$ cat src/rtl/gctr_job_sequencer.sv
// gctr_job_sequencer
//   Sequences one GCM job through the GCTR block engine: hash-key derivation
//   (H), N counter-mode data blocks, then the E(K,Y0) tag mask. Results leave
//   on a single tagged output stream; only one engine command is in flight.
//
// Ports
//   iClk / iRst          clock, asynchronous active-high reset
//   iStart, iIV, iKey,   job start pulse and job fields (latched when idle)
//   iKeylen, iNumBlocks
//   oBusy                job in progress
//   iBlock*, oBlock_ready  input data block handshake
//   oOut*, iOut_ready    tagged output stream (00=H, 01=data, 10=E(K,Y0))
//   oDone, oError        end-of-job pulse, sticky watchdog abort flag
//   oG_*                 engine command fields
//   iG_result*           engine result strobe
//
// Configuration
//   GCTR_SEQ_TIMEOUT_EN  when defined, a watchdog aborts a *_WAIT state after
//                        TIMEOUT_CYCLES cycles without an engine result.
module gctr_job_sequencer #(
    parameter int CNT_W          = 16,
    parameter int TIMEOUT_CYCLES = 1023
) (
    input  logic             iClk,
    input  logic             iRst,
    input  logic             iStart,
    input  logic [95:0]      iIV,
    input  logic [255:0]     iKey,
    input  logic             iKeylen,
    input  logic [CNT_W-1:0] iNumBlocks,
    output logic             oBusy,
    input  logic [127:0]     iBlock,
    input  logic             iBlock_valid,
    output logic             oBlock_ready,
    output logic [127:0]     oOut,
    output logic [1:0]       oOut_type,
    output logic             oOut_valid,
    input  logic             iOut_ready,
    output logic             oDone,
    output logic             oError,
    output logic             oG_init,
    output logic [95:0]      oG_iv,
    output logic             oG_iv_valid,
    output logic [255:0]     oG_key,
    output logic             oG_key_valid,
    output logic             oG_keylen,
    output logic             oG_y0,
    output logic             oG_hashkey,
    output logic [127:0]     oG_block,
    output logic             oG_block_valid,
    input  logic [127:0]     iG_result,
    input  logic             iG_result_valid
);

    typedef enum logic [3:0] {
        IDLE, HK_ISSUE, HK_WAIT, FETCH, BLK_ISSUE, BLK_WAIT,
        Y0_ISSUE, Y0_WAIT, OUT, FIN
    } state_t;

    localparam logic [1:0] T_H    = 2'b00;
    localparam logic [1:0] T_DATA = 2'b01;
    localparam logic [1:0] T_EK0  = 2'b10;

    if (TIMEOUT_CYCLES < 1) begin : g_bad_timeout
        $error("TIMEOUT_CYCLES must be at least 1");
    end

    state_t             state_q, state_d;
    logic [95:0]        iv_q, iv_d;
    logic [255:0]       key_q, key_d;
    logic               keylen_q, keylen_d;
    logic [CNT_W-1:0]   cnt_q, cnt_d;
    logic [CNT_W-1:0]   cnt_dec;
    logic [127:0]       blk_q, blk_d;
    logic [127:0]       out_q, out_d;
    logic [1:0]         type_q, type_d;
    logic               err_q, err_d;
    logic               timeout;
    logic               in_hk, in_blk, in_y0, in_issue;

    assign in_hk    = (state_q == HK_ISSUE)  || (state_q == HK_WAIT);
    assign in_blk   = (state_q == BLK_ISSUE) || (state_q == BLK_WAIT);
    assign in_y0    = (state_q == Y0_ISSUE)  || (state_q == Y0_WAIT);
    assign in_issue = (state_q == HK_ISSUE) || (state_q == BLK_ISSUE) ||
                      (state_q == Y0_ISSUE);

    // Saturating decrement: the remaining count never wraps below zero.
    assign cnt_dec = (cnt_q != '0) ? cnt_q - CNT_W'(1) : '0;

`ifdef GCTR_SEQ_TIMEOUT_EN
    localparam int WD_W = $clog2(TIMEOUT_CYCLES + 1);
    logic [WD_W-1:0] wd_q;
    logic            in_wait;

    assign in_wait = (state_q == HK_WAIT) || (state_q == BLK_WAIT) ||
                     (state_q == Y0_WAIT);
    // wd_q counts completed wait cycles; the first wait cycle sees 0, so the
    // abort fires on the TIMEOUT_CYCLES-th cycle without a result.
    assign timeout = in_wait && (wd_q == WD_W'(TIMEOUT_CYCLES - 1));

    always_ff @(posedge iClk or posedge iRst) begin
        if (iRst)         wd_q <= '0;
        else if (in_wait) wd_q <= wd_q + WD_W'(1);
        else              wd_q <= '0;
    end
`else
    assign timeout = 1'b0;
`endif

    always_ff @(posedge iClk or posedge iRst) begin
        if (iRst) begin
            state_q  <= IDLE;
            iv_q     <= '0;
            key_q    <= '0;
            keylen_q <= 1'b0;
            cnt_q    <= '0;
            blk_q    <= '0;
            out_q    <= '0;
            type_q   <= T_H;
            err_q    <= 1'b0;
        end else begin
            state_q  <= state_d;
            iv_q     <= iv_d;
            key_q    <= key_d;
            keylen_q <= keylen_d;
            cnt_q    <= cnt_d;
            blk_q    <= blk_d;
            out_q    <= out_d;
            type_q   <= type_d;
            err_q    <= err_d;
        end
    end

    always_comb begin
        state_d      = state_q;
        iv_d         = iv_q;
        key_d        = key_q;
        keylen_d     = keylen_q;
        cnt_d        = cnt_q;
        blk_d        = blk_q;
        out_d        = out_q;
        type_d       = type_q;
        err_d        = err_q;
        oBlock_ready = 1'b0;
        oOut_valid   = 1'b0;
        oDone        = 1'b0;

        case (state_q)
            IDLE: begin
                if (iStart) begin
                    iv_d     = iIV;
                    key_d    = iKey;
                    keylen_d = iKeylen;
                    cnt_d    = iNumBlocks;
                    err_d    = 1'b0;
                    state_d  = HK_ISSUE;
                end
            end
            HK_ISSUE:  state_d = HK_WAIT;
            BLK_ISSUE: state_d = BLK_WAIT;
            Y0_ISSUE:  state_d = Y0_WAIT;
            HK_WAIT, BLK_WAIT, Y0_WAIT: begin
                // A result arriving on the last watchdog cycle still wins.
                if (iG_result_valid) begin
                    out_d   = iG_result;
                    type_d  = (state_q == HK_WAIT)  ? T_H :
                              (state_q == BLK_WAIT) ? T_DATA : T_EK0;
                    state_d = OUT;
                end else if (timeout) begin
                    err_d   = 1'b1;
                    state_d = FIN;
                end
            end
            FETCH: begin
                oBlock_ready = 1'b1;
                if (iBlock_valid) begin
                    blk_d   = iBlock;
                    state_d = BLK_ISSUE;
                end
            end
            OUT: begin
                oOut_valid = 1'b1;
                if (iOut_ready) begin
                    case (type_q)
                        T_H:     state_d = (cnt_q != '0) ? FETCH : Y0_ISSUE;
                        T_DATA: begin
                            cnt_d   = cnt_dec;
                            state_d = (cnt_dec != '0) ? FETCH : Y0_ISSUE;
                        end
                        default: state_d = FIN;
                    endcase
                end
            end
            FIN: begin
                oDone   = 1'b1;
                state_d = IDLE;
            end
            default: state_d = IDLE;
        endcase
    end

    // Engine command fields: live only from *_ISSUE through *_WAIT, zero
    // elsewhere, so a reset or abort drops them immediately.
    always_comb begin
        oG_init        = in_issue;
        oG_iv          = '0;
        oG_key         = '0;
        oG_keylen      = 1'b0;
        oG_iv_valid    = 1'b0;
        oG_key_valid   = 1'b0;
        oG_hashkey     = in_hk;
        oG_y0          = in_y0;
        oG_block       = '0;
        oG_block_valid = in_blk;
        if (in_hk || in_blk || in_y0) begin
            oG_iv        = iv_q;
            oG_key       = key_q;
            oG_keylen    = keylen_q;
            oG_iv_valid  = 1'b1;
            oG_key_valid = 1'b1;
        end
        if (in_blk) oG_block = blk_q;
    end

    assign oBusy     = (state_q != IDLE);
    assign oOut      = out_q;
    assign oOut_type = type_q;
    assign oError    = err_q;

endmodule

$ cat config.mk
export PLATFORM = sky130hd
export DESIGN_NAME = gctr_job_sequencer
export DESIGN_NICKNAME = d
export VERILOG_FILES = /design/src/rtl/gctr_job_sequencer.sv
export SDC_FILE = /design/constraint.sdc
export NUM_CORES = 1
export LEC_CHECK = 0
export ABC_AREA = 1
export BUFFER_PORTS_ARGS = -buffer_cell sky130_fd_sc_hd__buf_2
export CAP_MARGIN = 20
export CORE_AREA = 8 8 488 490
export CTS_CLUSTER_DIAMETER = 60
export CTS_CLUSTER_SIZE = 24
export DETAILED_ROUTE_END_ITERATION = 12
export DIE_AREA = 0 0 496 498
export SYNTH_ARGS = -nofsm -noshare
export SYNTH_HDL_FRONTEND = slang
export SYNTH_SLANG_ARGS = --single-unit
$ cat constraint.sdc
create_clock -name iClk -period 26.2 [get_ports iClk]
set_input_delay 2.62 -clock iClk [delete_from_list [all_inputs] [get_ports iClk]]
set_output_delay 2.62 -clock iClk [all_outputs]
set_load 0.05 [all_outputs]
* Word level (Yosys, flattened, before mapping) *
Cells that the tools add are included.

storage, ports and cells
  bits in writable memories = 0
  memories = 0
  ROM bits = 0
  bits in registers = 631
  output and inout bits = 622
  bits in latches = 0

cells by class
  shift-type cells = 0
  reductions and logical operators = 19
  $add $sub $neg = 1
  div/mod/pow operators = 0
  multiply operators = 0
  $lt $le $gt $ge = 0
  equality and inequality tests = 15
  mux-type cells = 23
  bitwise gates (word level) = 0

operator list
  cell                   number
  $mux 256               1
  $mux 128               1
  $mux 96                1
  $mux 16                4
  $pmux 16 s2            1
  $reduce_bool 16->1     2
  $pmux 4 s7             1
  $eq 4x3->1 const B     4
  $mux 4                 4
  $sub 16x1->16 const B  1
  $ne 2x2->1 const B     5
  $eq 4x2->1 const B     2
  $eq 4x4->1 const B     2
  $pmux 4 s2             1
  $reduce_and 4->1       2
  $logic_or 1x1->1       7
  $mux 3                 2
  $reduce_and 2->1       3
  $mux 1                 5
  $eq 4x1->1 const B     1
  $logic_not 4->1        1
  $mux 2                 2
  $reduce_bool 4->1      1
  $reduce_or 3->1        1
  3 further kinds        3

* Depth between registers and ports, before layout *
  depth after elaboration = 7
  mapped depth = 17

* Least setup slack after synthesis *
Ideal clock, no wire load.

  path kind = reg2out
  from = register state_q[3]
  to = output port oG_block[107]
  required time = 23580 ps
  setup slack = 21035 ps
  stages on the path, launching flop included = 8
  arrival = 2545 ps
  buffers on the path = 2
  cells stage by stage = dfrtp_1 > nor2_2 > inv_1 > nor2_1 > inv_1 > clkbuf_1 > clkbuf_1 > nor2_1

on the way
  word-level cells in the longest chain between the ends = 3
  elaborated cells between the ends (all ways) = 4
  classes of those cells = eq/ne (2); mux (1); reduce/logical (1)

ends and longest elaborated chain
  element                 RTL line  source
  start, declared         68        state_t state_q, state_d;
  start signal, assigned  122       state_q <= state_d;
  $eq 4x3->1              82        assign in_blk = (state_q == BLK_ISSUE) || (state_q == BLK_WAIT);
  $logic_or 1x1->1 (*)    82
  net oG_block_valid      50        output logic oG_block_valid,
  $mux 128 (*)            222       if (in_blk) oG_block = blk_q;
  end, declared           49        output logic [127:0] oG_block,

The timed path passes the listed nets; every way through them passes the cells marked *.

* Worst setup path after layout *
  from = register state_q[2]
  to = output port oG_key[53]

on the way
  word-level cells in the longest chain between the ends = 5
  elaborated cells between the ends (all ways) = 12
  classes of those cells = eq/ne (6); mux (1); reduce/logical (5)

ends and longest elaborated chain
  element                                     RTL line  source
  $eq 4x1->1 (tied with other cells)          81        assign in_hk = (state_q == HK_ISSUE) || (state_q == HK_WAIT);
  $logic_or 1x1->1, on equally long branches  81, 82
  $logic_or 1x1->1                            215       if (in_hk || in_blk || in_y0) begin
  $logic_or 1x1->1 (*)                        215
  $mux 256 (*)                                215
  end, declared                               44        output logic [255:0] oG_key,

Mark *: on every way between the ends. The rest lies on a longest branch, timed or not.

==> reports/qor.csv <==
metric;value;unit
P&R area growth vs syn;43.2;%
outcome;finished, final reports clean;
unrepaired setup endpoints after global routing;no;
Worst Max-Slew Pin Slew;1.15;ns
Synth top cells by count;dfrtp_1, nand2_1, inv_1;
final hold vios;0;
clock sinks;631;
worst min path class;reg2reg;
Clock Skew;0.0468;ns
Residual DRC;0;
WL per Instance;21.7;µm
critical-path maximum fanout;82;
initial antenna violation count;114;
setup bufs post-CTS;0;
Total Wirelength;153;mm
vias in the first global route;24700;
Crit path arrival time;4.87;ns
Initial Utilization;12.2;%
Clock Tree Buf Depth;3;
CP endpoint kind;output port;
GRT overflow;0;
syn nets;3351;
post-layout min period;7.49;ns
Root Driver;clkbuf_16;
Netlist Area Pre-Place;28200;µm²
most frequent cell after synthesis;dfrtp_1;
Unique masters post-synth;32;
nets@finish;4561;
Worst slew margin;23.6;%
Max Cap Viol;0;
I/O Pins;1253;
CTS tree;done;
die area;247000;µm²
Post-CTS Resized;0;
Detail Placement HPWL;130;mm
IO Port Bufs;1251;
1st-iter DRT viols;1403;
FP Rows;177;
final setup vio count;0;
clock latency at the later pin of the worst-skew pair;0.71;ns
Seq cells post-synth;631;
Via density;3.40;
cell taking the most area after synthesis;dfrtp_1;
crit start category;register;
Die H;498;µm
crit path kind;reg2out;
vias post-DR;24000;
CP Data Required Time;23.58;ns
post-synthesis sequential area ratio;55.9;%
Slew Viols, Final;0;
share of the synthesized area in the top cell type;55.9;%
core area;231000;µm²
total negative slack;0;ns
Synth Area per Inst;10.4;µm²
ys async rst share;100;%
cells after synthesis;2719;
EDFF count, synth;0;
Worst-path clk slew;0.06;ns
first-pass GRT wire length;204;mm
DRT antenna net count;0;
CTS Buf Count;73;
H-Tree Depth;3;
FMAX;0.134;GHz
# hold bufs at CTS;0;
total track usage;11.8;%
yosys warns;0;
pin count of the biggest net entering global routing;146;
First-pass DRT Iterations;7;
Layout Utilization;17.5;%
ys flop type;dfrtp_1;
layout cells sized above 1;47.8;%
Synth area leaders;dfrtp_1, mux2_2, nand2_1, inv_1, mux2_4;
Routability Congestion;0.945;
crit share post-route;28.6;%
die span in x;496;µm
metrics by stage:
stage / instance area, µm² / instances / hold WS [ns] / setup WS, ns
finish: 40400 / 7064 / 0.494 / 18.71
global route: 40400 / 7055 / 0.517 / 18.35
CTS: 40300 / 7032 / 0.497 / 18.66
detailed placement: 37700 / 6896 / 0.480 / 19.47
global placement: 37700 / 6896 / 0.480 / 19.61
floorplan: 28200 / 2719 / 0.481 / 5.91
layout by cell type, fill, tap and decap left out, types with 8 or more instances in the layout:
cell type,synthesis,final
nand2_1,559,559
o21ai_0,139,139
inv_1,518,516
diode_2,0,31
o21ai_1,10,10
mux2_4,84,84
nand3_1,24,23
mux2_2,394,394
nor2_1,167,165
clkinv_8,0,12
inv_6,0,10
dfrtp_1,631,631
o211ai_1,11,11
clkbuf_16,0,73
buf_4,21,25
buf_2,71,1251
a21oi_1,9,8
state kept, by name (all words and copies together), names as in the netlist:
| name | count |
|---|---|
| blk_q | 128 |
| cnt_q | 16 |
| iv_q | 96 |
| key_q | 256 |
| keylen_q | 1 |
| oOut | 128 |
| oOut_type | 2 |
| state_q | 4 |
logic make-up after synthesis:
group | synth area share [%]
buffers and inverters | 9.98
muxes | 20.3
adders and majority gates | 0.0443
xor gates and xnor gates | 0.0310
and+or+nand+nor | 10.4
other | 0.0133
AOI/OAI and AO/OA | 3.30
DFF | 55.9
worst max-delay path: stages (launching register included):
cell and delay (ns):
dfrtp_1 0.42, nor2_1 0.19, inv_2 0.07, nor3_1 0.13
inv_1 0.14, nand3_4 0.45, buf_4 0.74, buf_4 0.71
buf_4 0.66, nand2_1 0.14, inv_1 0.09, buf_2 0.26
metal layers:
| layer | wire, µm | share of wire (%) | up-vias | GRT usage, % |
|---|---|---|---|---|
| met1 | 55200 | 36 | 11600 | 12.5 |
| li1 | - | - | 10800 | - |
| met4 | 5160 | 3.4 | 54 | 3.77 |
| met3 | 18600 | 12 | 252 | 5.93 |
| met2 | 74000 | 48 | 1227 | 20.2 |
| met5 | 340 | 0.22 | - | 0 |
area by class of cell:
type	instances	area (µm²)
Tap cell	3043	3810
Clock buffer	79	1870
Clock inverter	57	743
Fill cell	25800	190000
Inverter	521	1970
Antenna cell	31	77.6
Multi-Input combinational cell	1424	9680
Sequential cell	631	15800
Timing Repair Buffer	1278	6500
worst paths after layout:
kind | start | to | slack (ns) | cells past startpoint
min in group asynchronous | iRst | oOut[49]$_DFFE_PP0P_ | 2.12 | 2
setup reg to reg | state_q[2]$_DFFE_PP0P_ | blk_q[117]$_DFFE_PP0P_ | 22.25 | 10
hold reg to reg | oOut[1]$_DFFE_PP0P_ | oOut[1]$_DFFE_PP0P_ | 0.49 | 1
max in group asynchronous | iRst | key_q[40]$_DFFE_PP0P_ | 21.03 | 5
hold / removal | oOut[1]$_DFFE_PP0P_ | oOut[1]$_DFFE_PP0P_ | 0.49 | 1
setup / recovery | state_q[2]$_DFFE_PP0P_ | oG_key[53] | 18.71 | 11
Power is not shown: default switching activity piles up to over one toggle a cycle in this logic, so the estimate is an artifact.
